[src/rtl/div_unit_param.sv]
// Iterative radix-2 restoring divider: one quotient bit per cycle, optional
// two's-complement mode, divide-by-zero fast path, result held until CDB grant.
module div_unit_param #(
  parameter int WIDTH     = 32,
  parameter int TAG_W     = 6,
  parameter bit SIGNED_EN = 1'b1
) (
  input  logic             clk,
  input  logic             reset,
  input  logic             issuediv_enable,
  input  logic             issuediv_signed,
  input  logic [WIDTH-1:0] issuediv_rsdata,
  input  logic [WIDTH-1:0] issuediv_rtdata,
  input  logic [TAG_W-1:0] issuediv_rdtag,
  input  logic             cdb_grant,
  output logic             issuediv_busy,
  output logic             issuediv_done,
  output logic [WIDTH-1:0] issuediv_out,
  output logic [WIDTH-1:0] issuediv_rem,
  output logic             issuediv_divzero,
  output logic [TAG_W-1:0] issuediv_rdtag_out
);

  localparam int CNT_W = $clog2(WIDTH);

  typedef enum logic [1:0] {IDLE, CALC, FIX, DONE} state_t;

  state_t           state, state_next;
  logic [WIDTH-1:0] quo, prem, dvsr;
  logic [CNT_W-1:0] cnt;
  logic             neg_q, neg_r;

  logic             accept, signed_mode, rs_neg, rt_neg, rt_zero;
  logic [WIDTH-1:0] rs_mag, rt_mag;
  logic [WIDTH:0]   trial;

  assign accept      = (state == IDLE) && issuediv_enable;
  assign signed_mode = SIGNED_EN && issuediv_signed;
  assign rs_neg      = signed_mode && issuediv_rsdata[WIDTH-1];
  assign rt_neg      = signed_mode && issuediv_rtdata[WIDTH-1];
  assign rs_mag      = rs_neg ? -issuediv_rsdata : issuediv_rsdata;
  assign rt_mag      = rt_neg ? -issuediv_rtdata : issuediv_rtdata;
  assign rt_zero     = (issuediv_rtdata == '0);

  // Partial remainder stays below the divisor, so one extra bit holds the
  // shifted value and its MSB is the borrow of the trial subtraction.
  assign trial = {prem, quo[WIDTH-1]} - {1'b0, dvsr};

  assign issuediv_busy = (state != IDLE);
  assign issuediv_done = (state == DONE);

  always_ff @(posedge clk) begin
    if (reset) state <= IDLE;
    else       state <= state_next;
  end

  // NOTE: every signal written here gets a default first, otherwise a path
  // that skips the assignment infers a latch.
  always_comb begin
    state_next = state;
    case (state)
      IDLE: if (issuediv_enable) state_next = rt_zero ? DONE : CALC;
      CALC: if (cnt == '0)       state_next = FIX;
      FIX:                       state_next = DONE;
      DONE: if (cdb_grant)       state_next = IDLE;
      default:                   state_next = IDLE;
    endcase
  end

  // NOTE: sequential state uses non-blocking assignments so every register
  // samples the pre-edge values, independent of statement order.
  always_ff @(posedge clk) begin
    if (reset) begin
      quo                <= '0;
      prem               <= '0;
      dvsr               <= '0;
      cnt                <= '0;
      neg_q              <= 1'b0;
      neg_r              <= 1'b0;
      issuediv_out       <= '0;
      issuediv_rem       <= '0;
      issuediv_divzero   <= 1'b0;
      issuediv_rdtag_out <= '0;
    end else begin
      case (state)
        IDLE: if (accept) begin
          quo                <= rs_mag;
          dvsr               <= rt_mag;
          prem               <= '0;
          cnt                <= CNT_W'(WIDTH - 1);
          neg_q              <= rs_neg ^ rt_neg;
          neg_r              <= rs_neg;
          issuediv_rdtag_out <= issuediv_rdtag;
          issuediv_divzero   <= 1'b0;
          if (rt_zero) begin
            issuediv_out     <= '1;
            issuediv_rem     <= issuediv_rsdata;
            issuediv_divzero <= 1'b1;
          end
        end
        CALC: begin
          if (!trial[WIDTH]) begin
            prem <= trial[WIDTH-1:0];
            quo  <= {quo[WIDTH-2:0], 1'b1};
          end else begin
            prem <= {prem[WIDTH-2:0], quo[WIDTH-1]};
            quo  <= {quo[WIDTH-2:0], 1'b0};
          end
          cnt <= cnt - 1'b1;
        end
        FIX: begin
          issuediv_out <= neg_q ? -quo  : quo;
          issuediv_rem <= neg_r ? -prem : prem;
        end
        default: ;
      endcase
    end
  end

endmodule
[config.mk]
export PLATFORM = sky130hd
export DESIGN_NAME = div_unit_param
export DESIGN_NICKNAME = d
export VERILOG_FILES = /design/src/rtl/div_unit_param.sv
export SDC_FILE = /design/constraint.sdc
export NUM_CORES = 1
export LEC_CHECK = 0
export ABC_CLOCK_PERIOD_IN_PS = 3100
export CELL_PAD_IN_SITES_DETAIL_PLACEMENT = 0
export CELL_PAD_IN_SITES_GLOBAL_PLACEMENT = 1
export CORE_MARGIN = 5
export CORE_UTILIZATION = 41
export DETAILED_ROUTE_END_ITERATION = 8
export PLACE_DENSITY = 0.9
export RECOVER_POWER = 50
export SLEW_MARGIN = 20
export SYNTH_ARGS = -nofsm -noshare
export SYNTH_HDL_FRONTEND = slang
export SYNTH_SLANG_ARGS = --single-unit
[constraint.sdc]
create_clock -name clk -period 3.1 [get_ports clk]
set_input_delay 0.465 -clock clk [delete_from_list [all_inputs] [get_ports clk]]
set_output_delay 0.465 -clock clk [all_outputs]
set_load 0.005 [all_outputs]
======== After elaboration in Yosys (flattened, before gate mapping) ========
Cells that the tools add are included.
cells by class
  add/subtract/negate cells ............... 6
  reduce and logical (&&, ||, !) cells .... 13
  mux-type cells .......................... 24
  eq/ne operators ......................... 8
  bitwise logic cells ..................... 1
operators by type and width
  cell                                                                count
  32-bit 2-to-1 mux                                                   11
  32-bit one-hot mux with 2 select lines                              4
  32-bit negator                                                      4
  33-bit by 32-bit subtractor with 33-bit output                      1
  32-bit logical NOT                                                  1
  2-bit inequality test, second input constant                        5
  5-bit one-hot mux with 2 select lines                               1
  2-bit 2-to-1 mux                                                    4
  2-bit one-hot mux with 4 select lines                               1
  3-bit AND reduction                                                 2
  2-bit nonzero test                                                  3
  5-bit logical NOT                                                   1
  5-bit 2-to-1 mux                                                    1
  5-bit by 1-bit subtractor with 5-bit output, second input constant  1
  2-bit == test, second input constant                                2
  2-bit AND reduction                                                 2
  1-bit logical AND                                                   3
  2-bit by 1-bit == test with 1-bit output, second input constant     1
  2-bit logical NOT                                                   1
  1-bit 2-to-1 mux                                                    2
  1-bit XOR                                                           1
storage, ports and cells
  output and inout port bits .............. 73
  logic and storage cells ................. 63
  input port bits ......................... 75
  register bits after elaboration ......... 176

======== Depth between registers and ports, before layout ========
Gate-level depths: netlist (run 1).
  depth in word-level cells ............... 4
  depth in mapped cells ................... 13
  mapped depth without buffers ............ 12

======== Least setup slack after synthesis (run 1) ========
Ideal clock, no wire load.
  path type ............................... reg-to-reg
  start point ............................. reg quo[31]
  end point ............................... reg prem[19]
  period minus slack after synthesis ...... 2.816 ns
  data required time ...................... 2.972 ns
  data arrival time ....................... 2.688 ns
  slack ................................... 0.284 ns
  stages on the path, launching flop included .. 14
  cells stage by stage .................... dfxtp_1 inv_1 ha_1 fa_1 nand2b_1 a21oi_1 o21ai_0 a21oi_1 a31oi_1 xnor2_2 buf_2 buf_2 a2bb2oi_1 o21ai_0
between the ends
  longest elaborated chain between the ends .. 3
RTL lines
  element                                         RTL line  text
  start: declaration                              29        logic [WIDTH-1:0] quo, prem, dvsr;
  start signal: assignment                        87        quo <= rs_mag;
  start signal: assignment                        104       quo <= {quo[WIDTH-2:0], 1'b1};
  start signal: assignment                        107       quo <= {quo[WIDTH-2:0], 1'b0};
  33-bit by 32-bit subtractor with 33-bit output  47        assign trial = {prem, quo[WIDTH-1]} - {1'b0, dvsr};
  32-bit 2-to-1 mux                               102       if (!trial[WIDTH]) begin
  32-bit one-hot mux with 2 select lines          85        case (state)
  end signal: assignment                          103       prem <= trial[WIDTH-1:0];
  end signal: assignment                          106       prem <= {prem[WIDTH-2:0], quo[WIDTH-1]};
  end: declaration                                29
No other way between the ends.
A chain may end at the register's enable or synchronous reset.

======== Final worst setup path (run 1) ========
  start point ............................. reg quo[31]
  end point ............................... reg prem[0]
between the ends
  longest elaborated chain between the ends .. 3
RTL lines
  element                                         RTL line
  33-bit by 32-bit subtractor with 33-bit output  47
  32-bit 2-to-1 mux *                             102
  32-bit one-hot mux with 2 select lines *        85
Mark *: on every way between the ends. The rest lies on a longest branch, timed or not.

==> results of run 1 <==
placed cells by master, fill, tap and decap left out, types with 11 or more instances in the layout:
cell	n
clkdlybuf4s50_1	73
o211ai_1	26
a222oi_1	23
dfxtp_1	176
o21ai_0	83
nand2b_1	18
a21oi_1	104
o31ai_1	24
dlygate4sd3_1	73
ha_1	41
mux2i_1	20
nor2_1	165
nor3_1	28
o41ai_1	17
xnor2_1	49
or4_1	12
a2bb2oi_1	11
a211oi_1	36
nand3_1	18
inv_1	54
nand2_1	162
buf_4	123
clkbuf_16	17
a21o_1	15
xor2_1	94
a31oi_1	11
a311oi_1	38
or3_1	15
logic make-up after synthesis:
group	Yosys count	synth area share
simple gates	471	0.193
compound gates	425	0.258
flops	176	0.316
buf+inv	149	0.0521
xor+xnor	144	0.114
fa+ha+maj	43	0.0489
mux	21	0.0190
power by group through the flow:
stage	sequential [uW]	clock, uW	combinational [uW]
6_report	3050	2220	4240
5_1_grt	3100	2340	4680
4_1_cts	3060	2250	4280
3_5_place_dp	3110	0	4250
3_3_place_gp	3090	0	4180
2_1_floorplan	2990	0	2810
path summary, 6_finish.rpt:
check                      to  slack, ns  depth (start not counted)
max                   prem[0]       0.10                         13
min          issuediv_rem[28]       0.43                          2
max reg2reg           prem[0]       0.10                         13
min reg2reg  issuediv_rem[14]       0.45                          2
flip-flops by register name, summed over array words and instances (netlist names):
| register | count |
|---|---|
| cnt | 5 |
| dvsr | 32 |
| issuediv_divzero | 1 |
| issuediv_out | 32 |
| issuediv_rdtag_out | 6 |
| issuediv_rem | 32 |
| neg_q | 1 |
| neg_r | 1 |
| prem | 32 |
| quo | 32 |
| state | 2 |
per-layer routing:
layer / global-route usage / up-vias / share of wire
met2: 0.365 / 383 / 0.46
li1: - / 5569 / -
met4: 0.0687 / 0 / 0.026
met1: 0.298 / 5214 / 0.45
met3: 0.0322 / 47 / 0.059
met5: 0 / - / 0
per-stage QoR:
step | hold WS (ns) | utilization
floorplan | 0.432 | -
finish | 0.431 | 0.534
global route | 0.438 | 0.534
detailed placement | 0.449 | 0.510
global placement | 0.443 | 0.510
CTS | 0.411 | 0.534
cell type report:
| type | instances | area (sq um) |
|---|---|---|
| fill | 2543 | 12500 |
| multi-input combinational | 1104 | 7100 |
| clock inverter | 15 | 206 |
| inverter | 54 | 203 |
| timing repair buffer | 277 | 2480 |
| sequential | 176 | 3520 |
| tap | 341 | 427 |
| clock buffer | 17 | 425 |
repair_timing:
| action | CTS | global route |
|---|---|---|
| pin swaps | 0 | 2 |
| setup endpoints to repair | 3 | 32 |
| endpoints found under the hold margin | 0 | 0 |
| resized for setup | 3 | 7 |
==> summary.txt, run 1 <==
Setup path
  – Critical path type: reg -> reg
  – Worst EP required: about 3.5 ns
  – CP cell instances: inv_1 -> ha_1 -> fa_1 -> nand2b_1 -> a21oi_2 -> o21ai_1 -> a21oi_2 -> a31oi_4 -> xnor2_4 -> buf_4 -> nor2_1 -> a21oi_2 -> a22o_1
  – Cell family with most CP delay: compound AO/OA/AOI/OAI gates
  – Crit. Startpoint: quo[31]
  – Cell repeated most along the worst path: a21oi_2
  – CP max FO: 12
  – Critical Path Sink Type: flip-flop
  – R2r startpoint: quo[31]
  – WP data arrival: between 3 and 4 ns
  – Crit path buffers/inverters: 2
  – Slowest cell on crit path: fa_1
  – Crit start category: flip-flop
  – Slowest stage delay, CP: between 0.4 and 0.5 ns

Worst hold path
  – Hold/Removal Path Class: in -> reg
  – Hold Startpoint: reset

GRT
  – Largest net degree at the start of global routing: 85
  – Overall Global Routing Usage: 0.221
  – First-pass GRT wire length: around 56 mm
  – Vias in the first global route: 10509
  – Initial antenna violation count: 0
  – Grt ovf: 0

Yosys
  – Post-Syn Area: 11100 sq um
  – Register bit total from synthesis: 176
  – Top cells by count, synth: dfxtp_1 (176), nor2_1 (165), nand2_1 (163)
  – Dominant cell type by area after synthesis: dfxtp_1
  – EDFF count, synth: 0
  – Most frequent cell after synthesis: dfxtp_1
  – Cell variety after synth: a little over 60
  – Yosys warns: 0
  – Sequential element share of the synthesized area: 0.316
  – Share of the synthesized area in the top cell type: 0.316
  – Post-Syn Area per Cell: 7.80 sq um
  – Top_reg_cell synth: dfxtp_1
  – FFs w/ async S/R, synth: 0
  – Mapped Cells: about 1400
  – Dominant cells by area after synthesis: dfxtp_1 (32%), xor2_1 (7.4%), nor2_1 (5.6%)
  – Synth Net Count: 1547

Job
  – MaxCap Viol Count: 0

Power and ir drop
  – PwrDens: between 600 and 700 nW/um^2
  – Sequential power share: 0.321
  – Int Power: 5550 uW
  – Lkg Pwr: 0.00574 uW
  – NetSw: 3950 uW
  – Total power: 9510 uW
  – Sw Share: 0.416
  – VDD IR-drop max: 0.000427 V
  – Clock Power Share: 0.233
  – Comb power frac: 0.446

Die
  – Core Footprint: about 27000 sq um
  – Num rows: 60
  – Initial cell density of the core: 0.415
  – # IOs: between 100 and 150
  – Die height: roughly 170 um
  – Die X: 175 um
  – Die Area: 30600 sq um

Drt
  – 1st-iter DRT viols: 966
  – DR WL/cell: between 15 and 20 um
  – DR vias/cell: 5.65
  – Vias: 11213
  – Drt pass-1 iters: 9
  – Final ANT Viol Nets: 0
  – DRC: 8
  – Routed WL: 35.0 mm

Placed design
  – Setup WS pre-CTS: -0.187 ns
  – GP Congestion: 0.933
  – DP HPWL: around 27 mm
  – DP Cell Count: 1952
  – Area post-placement: 13700 sq um
  – IO Port Bufs: 147

Clock tree
  – Post CTS Setup Buffer Count: 0
  – Clk_lat worst skew: 0.44 ns
  – Bufs on Longest Clock Path: 2
  – Num CTS Buffers: 17
  – Worst-path clk slew: 0.08 ns
  – Post-CTS Hold Fix Bufs: 0
  – CTS tree: built
  – H-tree levels: 4
  – CTS sink count: 176
  – Root buffer cell: clkbuf_16

Timing
  – Setup TNS: 0 ns
  – Clock Skews: ~0.015 ns
  – Final cycle utilization of the critical path: 0.967
  – Fin. Hold Viols: 0
  – Final Setup Violations: 0
  – Crit path time final: between 2 and 3 ns
  – Max Slew Vio Count: 0
  – Worst setup margin: 0.103 ns
  – Worst-margin pin slew: approximately 1.0 ns
  – Relative slew slack: 0.335
  – Fmax: 334 MHz

Finish
  – Final Cell Area: 14400 sq um
  – Antenna Cells: 0
  – Final #Nets: 1748
  – Share of cells above drive strength 1: 0.111
  – Final Non-Filler Cells: approximately 2000
  – Area growth syn-to-layout: 28.9%

Outcome
  – Status: finished with violations
  – Failing checks: design-rule violations
No activity file was read; power rests on OpenSTA's default activity.
==> run 2: changes to the inputs <==
CORE_UTILIZATION = 45   (was 41)
DONT_BUFFER_PORTS = 1   (was default)
PLACE_DENSITY = 0.87   (was 0.9)
==> summary.txt, run 2 (synthesis results as in run 1) <==
Outcome
  – Status: finished with violations
  – Failing checks: design-rule violations

Setup path
  – Crit start category: flip-flop
  – WP data arrival: 3.24 ns (-0.13 ns)
  – Critical Path Sink Type: flip-flop
  – Worst EP required: 3.44 ns (-0.04 ns)
  – Crit. Startpoint: quo[31]
  – CP max FO: 5 (-7)
  – R2r startpoint: quo[31]
  – Critical path type: reg -> reg

Die
  – Die X: 167 um (-4.3%)
  – Die height: 167 um (-4.3%)
  – Num rows: 57 (-5.0%)
  – Initial cell density of the core: 0.457 (+0.0423)
  – # IOs: 148 (unchanged)
  – Die Area: 28000 sq um (-8.4%)
  – Core Footprint: 24400 sq um (-9.2%)

Placed design
  – DP HPWL: 25.4 mm (-6.9%)
  – GP Congestion: 0.913 (-2.2%)
  – IO Port Bufs: 0 (-100%)

Timing
  – RSZ-0062 raised after global routing: no
  – Crit path time final: 2.89 ns (-0.102 ns)
  – Max Slew Vio Count: 0 (unchanged)
  – Final Setup Violations: 0 (unchanged)
  – Fmax: 346 MHz (+3.5%)
  – Fin. Hold Viols: 0 (unchanged)
  – Relative slew slack: 0.108 (-0.227)
  – Clock Skews: 0.0147 ns (-0.000152 ns)
  – Final cycle utilization of the critical path: 0.934 (-0.0330)
  – Hold slack: 0.0973 ns (-0.334 ns)
  – Worst-margin pin slew: 1.34 ns (+0.342 ns)
  – Setup TNS: 0 ns (unchanged)

Clock tree
  – Clk_lat worst skew: 0.45 ns (about the same)
  – Num CTS Buffers: 17 (unchanged)
  – CTS tree: built
  – Worst-path clk slew: 0.08 ns (about the same)
  – H-tree levels: 4 (unchanged)
  – Bufs on Longest Clock Path: 2 (unchanged)
  – CTS sink count: 176 (unchanged)
  – Root buffer cell: clkbuf_16

Drt
  – Drt pass-1 iters: 9 (unchanged)
  – 1st-iter DRT viols: 1091 (+13%)
  – Routed WL: 33.3 mm (-4.9%)
  – DR WL/cell: 19.0 um (+7.5%)
  – DRC: 1 (-7)
  – Final ANT Viol Nets: 0 (unchanged)
  – DR vias/cell: 5.96 (+5.5%)
  – Vias: 10459 (-6.7%)

Finish
  – Area growth syn-to-layout: 11.1%
  – Most frequent cells in the layout: dfxtp_1 (176), nor2_1 (165), nand2_1 (162)
  – Antenna Cells: 0 (unchanged)
  – Share of cells above drive strength 1: 0.0797 (-0.0311)
  – Final #Nets: 1535 (-12%)
  – Commonest non-fill, non-tap cell in the layout: dfxtp_1

GRT
  – Vias in the first global route: 9977 (-5.1%)
  – Grt ovf: 0 (unchanged)
  – Initial antenna violation count: 0 (unchanged)
  – Largest net degree at the start of global routing: 151 (+78%)
  – Overall Global Routing Usage: 0.232 (+0.0117)
  – First-pass GRT wire length: 53.6 mm (-3.5%)

Power and ir drop
  – PwrDens: 738 nW/um^2 (+11%)
  – Lkg Pwr: 0.00466 uW (-19%)
  – VDD IR-drop max: 0.000508 V (+19%)

Worst hold path
  – Hold/Removal Path Class: in -> reg
  – Hold Startpoint: reset

Job
  – MaxCap Viol Count: 0 (unchanged)
[run 2: cell count changes in the layout (fill, tap and decap cells not counted), moves of 3 or more]
| cell | before | now |
|---|---|---|
| clkdlybuf4s50_1 | 73 | 0 |
| dlygate4sd3_1 | 73 | 0 |
| buf_4 | 123 | 58 |
| inv_12 | 1 | 5 |
| a21oi_2 | 3 | 0 |
| clkinv_4 | 3 | 0 |
| inv_6 | 0 | 3 |
| inv_8 | 3 | 0 |
[run 2: power by group]
part | switching, uW | total, uW | leakage (uW) | internal [uW]
clock network | 1170 | 2310 | 0.000308 | 1130
registers | 410 | 3080 | 0.00143 | 2670
logic | 2290 | 3740 | 0.00292 | 1460
total | 3870 | 9140 | 0.00466 | 5260
[run 2: cell type report]
cell class                      instances  area [sq um]
Clock buffer                           17           425
Clock inverter                         15           221
Fill cell                            2383         12000
Inverter                               54           203
Multi-Input combinational cell       1104          7090
Sequential cell                       176          3520
Tap cell                              324           405
Timing Repair Buffer                   64           515
[run 2: worst max-delay path, stage by stage (launching register included)]
cell and delay (ns):
dfxtp_1 0.33, inv_1 0.08, ha_1 0.24, fa_1 0.40
nand2b_4 0.18, a21oi_4 0.18, o21ai_0 0.12, a21oi_1 0.17
a31oi_1 0.10, buf_4 0.16, xnor2_4 0.26, mux2_2 0.37
a22oi_1 0.15, nor2_1 0.06
[run 2: final timing paths]
| kind | end | slack [ns] | cells after the start |
|---|---|---|---|
| min | issuediv_rem[28] | 0.1 | 1 |
| max reg2reg | prem[13] | 0.21 | 13 |
| max | prem[13] | 0.21 | 13 |
| min reg2reg | dvsr[31] | 0.45 | 2 |
[run 2: metal layers]
layer,track usage,wire length (um),up-vias
li1,-,-,5142
met1,0.294,14300,4891
met2,0.371,15100,366
met3,0.0769,2970,60
met4,0.0840,988,0
met5,0,0,-
[run 2: per-stage QoR]
| stage | std cells | setup slack [ns] | cell area, sq um | total power, uW | util |
|---|---|---|---|---|---|
| floorplan | 1429 | 0.284 | 11100 | 5810 | - |
| global placement | 1722 | 0.214 | 11700 | 6740 | 0.480 |
| detailed placement | 1722 | 0.117 | 11700 | 6810 | 0.480 |
| CTS | 1754 | 0.0826 | 12400 | 9120 | 0.507 |
| global route | 1754 | 0.0165 | 12400 | 9770 | 0.508 |
| finish | 1754 | 0.206 | 12400 | 9140 | 0.508 |
[run 2: what timing repair did]
action	CTS	global route
buffers inserted	0	0
setup endpoints to repair	0	32
hold buffers	0	0
resized for setup	0	8
==> run 3: changes to the inputs <==
CORE_MARGIN = default   (was 5)
==> summary.txt, run 3 (synthesis results as in run 1) <==
Placed design
  – Area post-placement: 11700 sq um (-0.32%)
  – DP Cell Count: 1717 (-0.29%)
  – DP HPWL: 24.6 mm (-3.3%)
  – GP Congestion: 0.910 (-0.31%)
  – IO Port Bufs: 0 (unchanged)

Die
  – Die Area: 25400 sq um (-9.3%)
  – Die X: 159 um (-4.8%)
  – Die height: 159 um (-4.8%)
  – Num rows: 57 (unchanged)
  – Core Footprint: 24300 sq um (-0.29%)
  – Initial cell density of the core: 0.458 (+0.00134)
  – # IOs: 148 (unchanged)

Finish
  – Commonest non-fill, non-tap cell in the layout: dfxtp_1
  – Final Non-Filler Cells: 1749 (-0.29%)
  – Filler cell count: 2352 (-1.3%)
  – Antenna Cells: 0 (unchanged)
  – Share of cells above drive strength 1: 0.0786 (-0.00112)
  – Final Cell Area: 12300 sq um (-0.74%)
  – Most frequent cells in the layout: dfxtp_1 (175), nor2_1 (165), nand2_1 (161)
  – Final #Nets: 1530 (-0.33%)
  – Area growth syn-to-layout: 10.3%

Setup path
  – Crit. Startpoint: prem[12]
  – Flop2flop setup slack: 0.25 ns (+0.04 ns)
  – Crit path buffers/inverters: 1 (-1)
  – RR Endpoint: prem[10]
  – Crit path depth: 10 (-3)
  – Cells on worst reg2reg path: 10 (-3)
  – Cell family with most CP delay: compound AO/OA/AOI/OAI gates
  – CP cell instances: ha_1 -> a21o_1 -> a211o_1 -> o22ai_1 -> a21oi_2 -> a31oi_2 -> xnor2_4 -> buf_4 -> mux2i_1 -> o21ai_0
  – CP max FO: 16 (+11)
  – Worst EP required: 3.40 ns (-0.04 ns)
  – Slowest stage delay, CP: 0.54 ns (+0.14 ns)
  – Worst Setup EP: prem[10]
  – WP data arrival: 3.16 ns (-0.08 ns)
  – R2r startpoint: prem[12]
  – Critical Path Sink Type: flip-flop
  – Slowest cell on crit path: dfxtp_1
  – Critical path type: reg -> reg
  – Crit start category: flip-flop

Power and ir drop
  – PwrDens: 732 nW/um^2 (-0.74%)
  – VDD IR-drop max: 0.000384 V (-24%)
  – Total power: 9000 uW (-1.5%)
  – Lkg Pwr: 0.00461 uW (-1.1%)

Drt
  – Drt pass-1 iters: 7 (-2)
  – DR WL/cell: 18.5 um (-2.3%)
  – 1st-iter DRT viols: 1168 (+7.1%)
  – Vias: 10416 (-0.41%)
  – DRC: 0 (-1)
  – Routed WL: 32.4 mm (-2.6%)
  – DR vias/cell: 5.96 (-0.13%)
  – Final ANT Viol Nets: 0 (unchanged)

Timing
  – Max Slew Vio Count: 0 (unchanged)
  – Worst-margin pin slew: 1.29 ns (-0.0464 ns)
  – Hold slack: 0.137 ns (+0.0394 ns)
  – Relative slew slack: 0.139 (+0.0309)
  – Crit path time final: 2.85 ns (-0.0398 ns)
  – Setup TNS: 0 ns (unchanged)
  – Final cycle utilization of the critical path: 0.921 (-0.0128)
  – Clock Skews: 0.0108 ns (-0.00387 ns)
  – Final Setup Violations: 0 (unchanged)
  – RSZ-0062 raised after global routing: no
  – Fmax: 350 MHz (+1.4%)
  – Fin. Hold Viols: 0 (unchanged)

Clock tree
  – CTS tree: built
  – Root buffer cell: clkbuf_16
  – Worst-path clk slew: 0.08 ns (about the same)
  – H-tree levels: 4 (unchanged)
  – Post CTS Setup Buffer Count: 0 (unchanged)
  – CTS sink count: 176 (unchanged)
  – Clk_lat worst skew: 0.44 ns (about the same)
  – Num CTS Buffers: 17 (unchanged)
  – Bufs on Longest Clock Path: 2 (unchanged)

Job
  – MaxCap Viol Count: 0 (unchanged)

GRT
  – Grt ovf: 0 (unchanged)
  – Largest net degree at the start of global routing: 151 (unchanged)
  – First-pass GRT wire length: 51.1 mm (-4.7%)
  – Initial antenna violation count: 0 (unchanged)
  – Overall Global Routing Usage: 0.252 (+0.0196)
  – Vias in the first global route: 9337 (-6.4%)

Outcome
  – Status: completed

Worst hold path
  – Hold/Removal Path Class: in -> reg
==> run 3: cell count changes in the layout (fill, tap and decap cells not counted), moves of 2 or more <==
cell / delta
a21oi_2: +4
buf_4: -3
inv_12: -4
a21oi_1: -3
buf_8: -2
inv_8: +4
==> run 3: metrics by stage <==
step            util  setup WS [ns]
4_1_cts        0.506         0.0637
3_3_place_gp   0.480          0.151
2_1_floorplan      -          0.284
3_5_place_dp   0.480         0.0815
6_report       0.506          0.246
5_1_grt        0.506         0.0289
==> run 3: where the power goes <==
group          leakage (uW)  switching [uW]  internal [uW]
combinational       0.00287            2260           1410
clock              0.000302            1140           1110
sequential          0.00143             401           2670
total               0.00461            3810           5200
==> run 3: layout make-up <==
type                    instances  area (sq um)  share of cell area
repair buffers                 59           462              0.0375
clock inverters                15           201              0.0164
flip-flops and latches        176          3520               0.287
inverters                      54           203              0.0165
well taps                     324           405              0.0330
clock buffers                  17           425              0.0346
multi-input cells            1104          7070               0.575
==> run 3: routing by layer <==
metal | track usage | vias up | part of all wire
met5 | 0 | - | 0
met4 | 0.0760 | 0 | 0.024
met3 | 0.0649 | 40 | 0.078
met2 | 0.391 | 365 | 0.44
met1 | 0.342 | 4883 | 0.46
li1 | - | 5128 | -
==> run 3: worst min path at each step <==
| stage | end | slack, ns | from | cells after the start |
|---|---|---|---|---|
| after detailed placement | dvsr[15] | 0.45 | dvsr[15] | 2 |
| after global placement | dvsr[15] | 0.44 | dvsr[15] | 2 |
| after floorplan | dvsr[31] | 0.43 | dvsr[31] | 2 |
| after CTS | prem[11] | 0.09 | reset | 1 |
| after global routing | issuediv_rem[27] | 0.10 | reset | 1 |
| final | issuediv_rem[29] | 0.14 | reset | 1 |
==> run 3: what timing repair did <==
action | CTS | global route
endpoints found under the hold margin | 0 | 0
endpoints found under the setup margin | 0 | 29
hold buffers | 0 | 0
gates resized for setup | 0 | 6
